<file path="src/rtl/sequential_down_counter_pkg.sv">
// sequential_down_counter_pkg: shared state encoding and width default for the down-counter.
package sequential_down_counter_pkg;

    localparam int DEFAULT_WIDTH = 4;

    typedef enum logic [1:0] {
        ST_IDLE = 2'b00,
        ST_RUN  = 2'b01,
        ST_DONE = 2'b10
    } state_t;

endpackage

</file>
<file path="src/rtl/sequential_down_counter.sv">
// sequential_down_counter: loadable down-counter with terminal-count pulse,
// optional auto-reload and a done/ack completion handshake.
module sequential_down_counter
    import sequential_down_counter_pkg::*;
#(
    parameter int n = DEFAULT_WIDTH
) (
    input  logic         i_clock,
    input  logic         i_reset_n,
    input  logic         i_load_valid,
    output logic         o_load_ready,
    input  logic [n-1:0] i_load_value,
    input  logic         i_auto_reload,
    input  logic         i_enable,
    input  logic         i_abort,
    input  logic         i_done_ack,
    output logic [n-1:0] o_out,
    output logic         o_busy,
    output logic         o_tc,
    output logic         o_done
);

    state_t       r_state;
    logic [n-1:0] r_out;
    logic [n-1:0] r_reload;
    logic         r_tc;
    logic         w_terminal;

    assign w_terminal = i_enable && (r_out == n'(1));

    always_ff @(posedge i_clock or negedge i_reset_n) begin
        if (!i_reset_n) begin
            r_state  <= ST_IDLE;
            r_out    <= '0;
            r_reload <= '0;
            r_tc     <= 1'b0;
        end else begin
            r_tc <= 1'b0;
            case (r_state)
                ST_IDLE: begin
                    if (i_load_valid) begin
                        r_out    <= i_load_value;
                        r_reload <= i_load_value;
                        // A zero load completes immediately and never reloads.
                        r_state  <= (i_load_value == '0) ? ST_DONE : ST_RUN;
                        r_tc     <= (i_load_value == '0);
                    end
                end
                ST_RUN: begin
                    if (i_abort) begin
                        r_out   <= '0;
                        r_state <= ST_IDLE;
                    end else if (w_terminal) begin
                        r_tc    <= 1'b1;
                        r_out   <= i_auto_reload ? r_reload : '0;
                        r_state <= i_auto_reload ? ST_RUN : ST_DONE;
                    end else if (i_enable) begin
                        r_out <= r_out - n'(1);
                    end
                end
                ST_DONE: begin
                    if (i_done_ack || i_abort)
                        r_state <= ST_IDLE;
                end
                default: begin
                    r_state <= ST_IDLE;
                    r_out   <= '0;
                end
            endcase
        end
    end

    assign o_out        = r_out;
    assign o_tc         = r_tc;
    assign o_busy       = (r_state == ST_RUN);
    assign o_done       = (r_state == ST_DONE);
    assign o_load_ready = (r_state == ST_IDLE);

endmodule

</file>
<file path="config.mk">
export PLATFORM = sky130hd
export DESIGN_NAME = sequential_down_counter
export DESIGN_NICKNAME = d
export VERILOG_FILES = /design/src/rtl/sequential_down_counter_pkg.sv /design/src/rtl/sequential_down_counter.sv
export SDC_FILE = /design/constraint.sdc
export NUM_CORES = 1
export LEC_CHECK = 0
export BUFFER_PORTS_ARGS = -buffer_cell sky130_fd_sc_hd__buf_2
export CAP_MARGIN = 40
export CORE_MARGIN = 3
export CORE_UTILIZATION = 40
export CTS_BUF_LIST = sky130_fd_sc_hd__clkbuf_4 sky130_fd_sc_hd__clkbuf_8
export CTS_CLUSTER_DIAMETER = 200
export DETAILED_ROUTE_END_ITERATION = 8
export GPL_TIMING_DRIVEN = 0
export PLACE_DENSITY = 0.64
export SYNTH_ARGS = -nofsm -noshare
export SYNTH_HDL_FRONTEND = slang
export SYNTH_SLANG_ARGS = --single-unit
</file>
<file path="constraint.sdc">
create_clock -name i_clock -period 1.7 [get_ports i_clock]
set_clock_uncertainty 0.1 [all_clocks]
set_input_delay 0.51 -clock i_clock [delete_from_list [all_inputs] [get_ports i_clock]]
set_output_delay 0.51 -clock i_clock [all_outputs]
set_load 0.1 [all_outputs]
</file>
Word level (Yosys, flattened, before mapping) --
Index checks and enable logic that the tools add are counted. W data, S select, Z words.
Storage, ports and cells: register bits 11, output and inout bits 8
Operators by class: $add $sub $neg 1, bitwise logic cells 1, multiplexer cells 17, equality and inequality tests 7, reductions and logical operators 7
Operator list (count):
- $mux W4 | 5
- $mux W2 | 6
- $pmux W4 S3 | 1
- $pmux W2 S3 | 1
- $reduce_and A3 Y1 | 2
- $eq A4 B1 Y1 const B | 1
- $logic_not A4 Y1 | 1
- $ne A4 B3 Y1 const B | 1
- $sub A4 B1 Y4 const B | 1
- $mux W1 | 3
- $ne A3 B2 Y1 const B | 1
- $eq A2 B1 Y1 const B | 1
- $eq A2 B2 Y1 const B | 1
- $logic_not A2 Y1 | 1
- $ne A2 B1 Y1 const B | 1
- $ne A2 B2 Y1 const B | 1
- $pmux W1 S2 | 1
- $reduce_and A2 Y1 | 1
- $logic_and A1 B1 Y1 | 1
- $logic_or A1 B1 Y1 | 1
- $not A1 Y1 | 1

Longest topological paths before layout --
depth after elaboration 5, mapped depth 7, gate-level depth less buffers 6

Worst setup path after synthesis --
OpenSTA, ideal clock, no wires.
path kind reg-to-reg, start reg r_state[1], end reg r_reload[0], setup slack -1121 ps, buffers on the path 1, arrival 2597 ps, period minus slack after synthesis 2821 ps, cell stages (with the launch flop) 5, library setup time 125 ps, cell sequence dfrtp_1 -> clkbuf_2 -> nor2_1 -> nand2_1 -> mux2_2
On the way: word-level cells in the longest chain between the ends 2
RTL lines:
- start, declared | RTL line sequential_down_counter.sv:23 | state_t r_state;
- start signal, assigned | RTL line sequential_down_counter.sv:45 | r_state <= (i_load_value == '0) ? ST_DONE : ST_RUN;
- start signal, assigned | RTL line sequential_down_counter.sv:56 | r_state <= i_auto_reload ? ST_RUN : ST_DONE;
- $logic_not A2 Y1
- named net o_load_ready | RTL line sequential_down_counter.sv:11 | output logic o_load_ready,
- $reduce_and A2 Y1 (no source line)
- end signal, assigned | RTL line sequential_down_counter.sv:43 | r_reload <= i_load_value;
- end, declared | RTL line sequential_down_counter.sv:25 | logic [n-1:0] r_reload;
The timed path passes the listed nets, and every way through them passes these cells. A chain may end at the register's enable or synchronous reset.

Worst setup path after layout --
start reg r_state[0], end out o_busy
On the way: word-level cells in the longest chain between the ends 1
RTL lines:
- $eq A2 B1 Y1 | RTL line sequential_down_counter.sv:75 | assign o_busy = (r_state == ST_RUN);
- end, declared | RTL line sequential_down_counter.sv:18 | output logic o_busy,
No other way between the ends.

==> flow_results.org <==
** Outcome
- The flow ran to the end, but the final reports show violations.
- The checks that failed: negative setup slack.

** Critical path
- Measured in cells, the most critical reg-to-reg path has a length of 7.
- Critical-path cell with the highest stage delay :: sky130_fd_sc_hd__dfrtp_1
- Critical R2R Capture :: o_out[1]
- STA classifies the critical path endpoint as an output port.
- Required time of the critical path :: 1.09 ns
- Largest driver fanout on the critical path :: 5
- Setup slack on the worst reg-to-reg path comes out at -0.04 ns.
- Cell family with the largest share of critical-path delay :: buffers and inverters
- Worst reg2reg path startpoint :: o_out[1]
- The worst setup path is launched from a register.
- Bufs and invs on worst path :: 3
- For this run, the slowest stage of the critical path takes 0.35 ns.
- Critical path arrival :: 1.20 ns
- The critical path goes through buf_6 -> clkinvlp_4 -> nor2_4 -> buf_12.
- The critical path in this run is classified as register to output port.

** Power and ir drop
- Total power for the finished layout comes to 2.21 mW.
- IR analysis of the VDD net gives a maximum drop of 0.00124 V.
- In this run the static leakage power is 0.489 nW.
- PwrDens :: 1990 nW/um2

** Drt
- Wire length on met1 :: 833 um
- Number of vias after detailed routing :: 735
- The routed design uses 106 um of met3 wire.
- The count of nets left with antenna violations once routing finished came out at 0.
- Via-per-instance ratio :: 5.83
- For this block, the initial DRC count from the detailed router was 13.
- The routed design uses 918 um of met2 wire.
- In the final routed layout, each cell accounts on average for 15.4 um.
- The detailed router used layers up to and including met4.
- The pre-antenna-repair detailed-routing pass consisted of 4 iterations.
- After detailed routing, the total wire length is 1950 um.
- After detailed routing, the number of remaining DRC violations is 0.

** Global routing
- Vias in the first global route :: 683
- The first global-routing pass estimated 3040 um of wire.
- Maximum number of pins on one net before global-route repair :: 12
- Congestion Overflow GR :: 0
- Global routing usage summed across all routing layers :: 20.3%
- The number of antenna violations at the first check in global routing is 0.

** Synthesis
- In the post-synthesis netlist, the cell with the most instances is sky130_fd_sc_hd__dfrtp_1.
- In the synthesized netlist the dominant register cell turns out to be sky130_fd_sc_hd__dfrtp_1.
- Netlist area before placement :: 692 um2
- After technology mapping, the gate count stands at 76.
- Top post-synthesis cells by area :: sky130_fd_sc_hd__dfrtp_1 40%, sky130_fd_sc_hd__mux2_2 6.5%, sky130_fd_sc_hd__a221oi_1 5.1%, sky130_fd_sc_hd__a21oi_1 4.3%, sky130_fd_sc_hd__o21ai_0 4.3%
- In this run, synthesis produced a sequential element count of 11.
- Sequential elements use 39.8% of the synthesized area.
- Average cell area after synthesis :: 9.10 um2
- Yosys top cell area share :: 39.8%
- Total number of yosys warnings :: 0
- Number of different library cells in the post-synthesis netlist :: 28
- Counting flops with a built-in enable in the synthesized netlist gives 0.
- Area leader, netlist :: sky130_fd_sc_hd__dfrtp_1
- Synthesized netlist net count :: 89
- Most used standard cells in the synthesized netlist :: 11 x sky130_fd_sc_hd__dfrtp_1, 8 x sky130_fd_sc_hd__nor2_1, 7 x sky130_fd_sc_hd__inv_1, 6 x sky130_fd_sc_hd__a21oi_1, 6 x sky130_fd_sc_hd__o21ai_0
- FFs w/ async S/R, synth :: 100%

** Die
- For this design the top-level I/O count stands at 19.
- Die area :: 2260 um2
- In this run the standard cell core region covers 1560 um2.
- The initial utilization of the core area, before any placement, comes to 44.4%.
- Number of placement rows :: 14
- The floorplan step set the die height to 47.6 um.
- From left edge to right edge, the die measures 47.6 um.

** CTS
- Clock slew seen by the registers of the worst setup and hold paths :: 0.08 ns
- In this run the number of H-tree levels came out at 1.
- The clock reaches the later pin of the worst-skew pair after 0.29 ns.
- Clock tree synthesis found a total of 11 sinks.
- Root buffer cell :: sky130_fd_sc_hd__clkbuf_4
- CTS buffer count :: 3
- TritonCTS built the clock tree.
- No sink is reached through more buffers than the 2 on the longest clock path.

** Timing
- Total of endpoints with negative setup slack in the final report :: 7
- RSZ-0062 raised after global routing :: yes
- At the pin with the least slew margin, the transition time is 0.482 ns.
- The final critical path takes up 106% of the cycle.
- On the final layout, the worst hold slack is 0.376 ns.
- Fmax :: 553 MHz
- In the post-route analysis, the smallest setup slack over all paths is -0.110 ns.
- For the finished layout, the period the worst path requires is 1.81 ns.
- Pins over their slew limit :: 0
- The final number of hold-violating endpoints was 0.
- In this run the tightest slew margin relative to its limit is 67.9%.

** Placement
- During placement, the flow inserted port buffers numbering 18.
- HPWL reported at the end of detailed placement :: 1210 um
- Setup slack at placement :: -0.0735 ns
- Placer's final routability congestion estimate :: 0.779

** Cells and area
- 0 antenna diodes ended up in the layout.
- At the end of the flow, the number of nets in the layout was 124.
- The filler cells instantiated in the layout total 120.
- Fraction of layout instances using a drive strength above 1 :: 56.4%
- From synthesis to final layout, the design area changed by 60.9%.

** Hold path
- The path with the worst hold slack has its endpoint at r_reload[3].
- The path class of the tightest hold or removal check is input port to register.
- In this run the most critical hold path is launched from i_load_value[3].
- Hold Crit Depth :: 2

** Flow run
- Count of max-cap constraint violations :: 0
layer usage:
layer	global-route usage, %	up-vias
met4	15.6	0
li1	-	352
met2	28.9	31
met1	25.9	343
met3	5.26	9
met5	0	-
cell usage in the layout, fill, tap and decap left out, types with 2 or more instances in the layout:
cell type	Yosys	layout
sky130_fd_sc_hd__buf_4	1	14
sky130_fd_sc_hd__buf_2	0	11
sky130_fd_sc_hd__dfrtp_1	11	7
sky130_fd_sc_hd__o21ai_0	6	6
sky130_fd_sc_hd__a21oi_1	6	6
sky130_fd_sc_hd__nor2_1	8	5
sky130_fd_sc_hd__inv_1	7	4
sky130_fd_sc_hd__mux2_2	4	4
sky130_fd_sc_hd__clkbuf_4	0	4
sky130_fd_sc_hd__buf_6	1	3
sky130_fd_sc_hd__nor2_4	0	3
sky130_fd_sc_hd__nand2_1	4	3
sky130_fd_sc_hd__a221oi_2	0	3
sky130_fd_sc_hd__buf_12	0	3
sky130_fd_sc_hd__and3_4	0	2
sky130_fd_sc_hd__o21ai_2	0	2
sky130_fd_sc_hd__dfrtp_4	0	2
sky130_fd_sc_hd__dfrtp_2	0	2
final cells by class:
class                           count  area [um2]  share of cell area [%]
Inverter                            7        37.5                    3.37
Clock buffer                        4        30.0                    2.70
Buffer                              3        37.5                    3.37
Multi-Input combinational cell     55         462                    41.5
Timing Repair Buffer               30         241                    21.7
Tap cell                           16        20.0                    1.80
Sequential cell                    11         285                    25.6
state kept, by name (all words and copies together) (netlist names):
name and cells:
o_tc 1, o_out 4, r_state 2, r_reload 4
repair_timing:
item | in CTS | in global routing
setup endpoints to repair | 10 | 9
setup buffers | 7 | 4
gates cloned | 0 | 0
hold endpoints to repair | 11 | 0
gates resized for setup | 22 | 9
hold buffers | 1 | 0
pin swaps | 3 | 4
worst register-to-register path, stage by stage, from the launching register on:
cell	delay [ns]
sky130_fd_sc_hd__dfrtp_4	0.51
sky130_fd_sc_hd__inv_4	0.07
sky130_fd_sc_hd__ha_4	0.12
sky130_fd_sc_hd__and4bb_1	0.20
sky130_fd_sc_hd__buf_6	0.13
sky130_fd_sc_hd__and3_1	0.16
sky130_fd_sc_hd__o21ai_1	0.06
sky130_fd_sc_hd__a221oi_1	0.27
report_power, final:
group	internal, mW	switching (mW)	total (mW)
Combinational	0.551	0.940	1.49
Sequential	0.385	0.116	0.502
Clock	0.107	0.113	0.221
worst max path at each step:
stage                           to  slack [ns]       start  cells after the start
final                       o_busy       -0.11  r_state[0]                      4
after global routing        o_busy       -0.16  r_state[0]                      4
after CTS                   o_busy       -0.10  r_state[0]                      4
after detailed placement  o_out[2]       -0.07    o_out[1]                      7
after global placement    o_out[2]       -0.06    o_out[1]                      7
after floorplan           o_out[2]       -0.15    o_out[1]                      7
stage by stage:
| step | utilization (%) | std cells | setup TNS [ns] | area (um2) |
|---|---|---|---|---|
| after global placement | 55.8 | 110 | -0.237 | 870 |
| after detailed placement | 55.8 | 110 | -0.253 | 870 |
| final | 71.4 | 126 | -0.289 | 1110 |
| after CTS | 67.0 | 122 | -0.270 | 1040 |
| after floorplan | - | 76 | -0.415 | 759 |
| after global routing | 71.4 | 126 | -0.675 | 1110 |
cell families after synthesis:
| family | count (synthesis) | synth area share, % |
|---|---|---|
| mux | 4 | 6.51 |
| fa+ha+maj | 2 | 3.62 |
| buf+inv | 10 | 7.23 |
| compound gates | 26 | 24.4 |
| xor+xnor | 1 | 1.27 |
| flops | 11 | 39.8 |
| simple gates | 22 | 17.2 |
No activity file was read; power rests on OpenSTA's default activity.
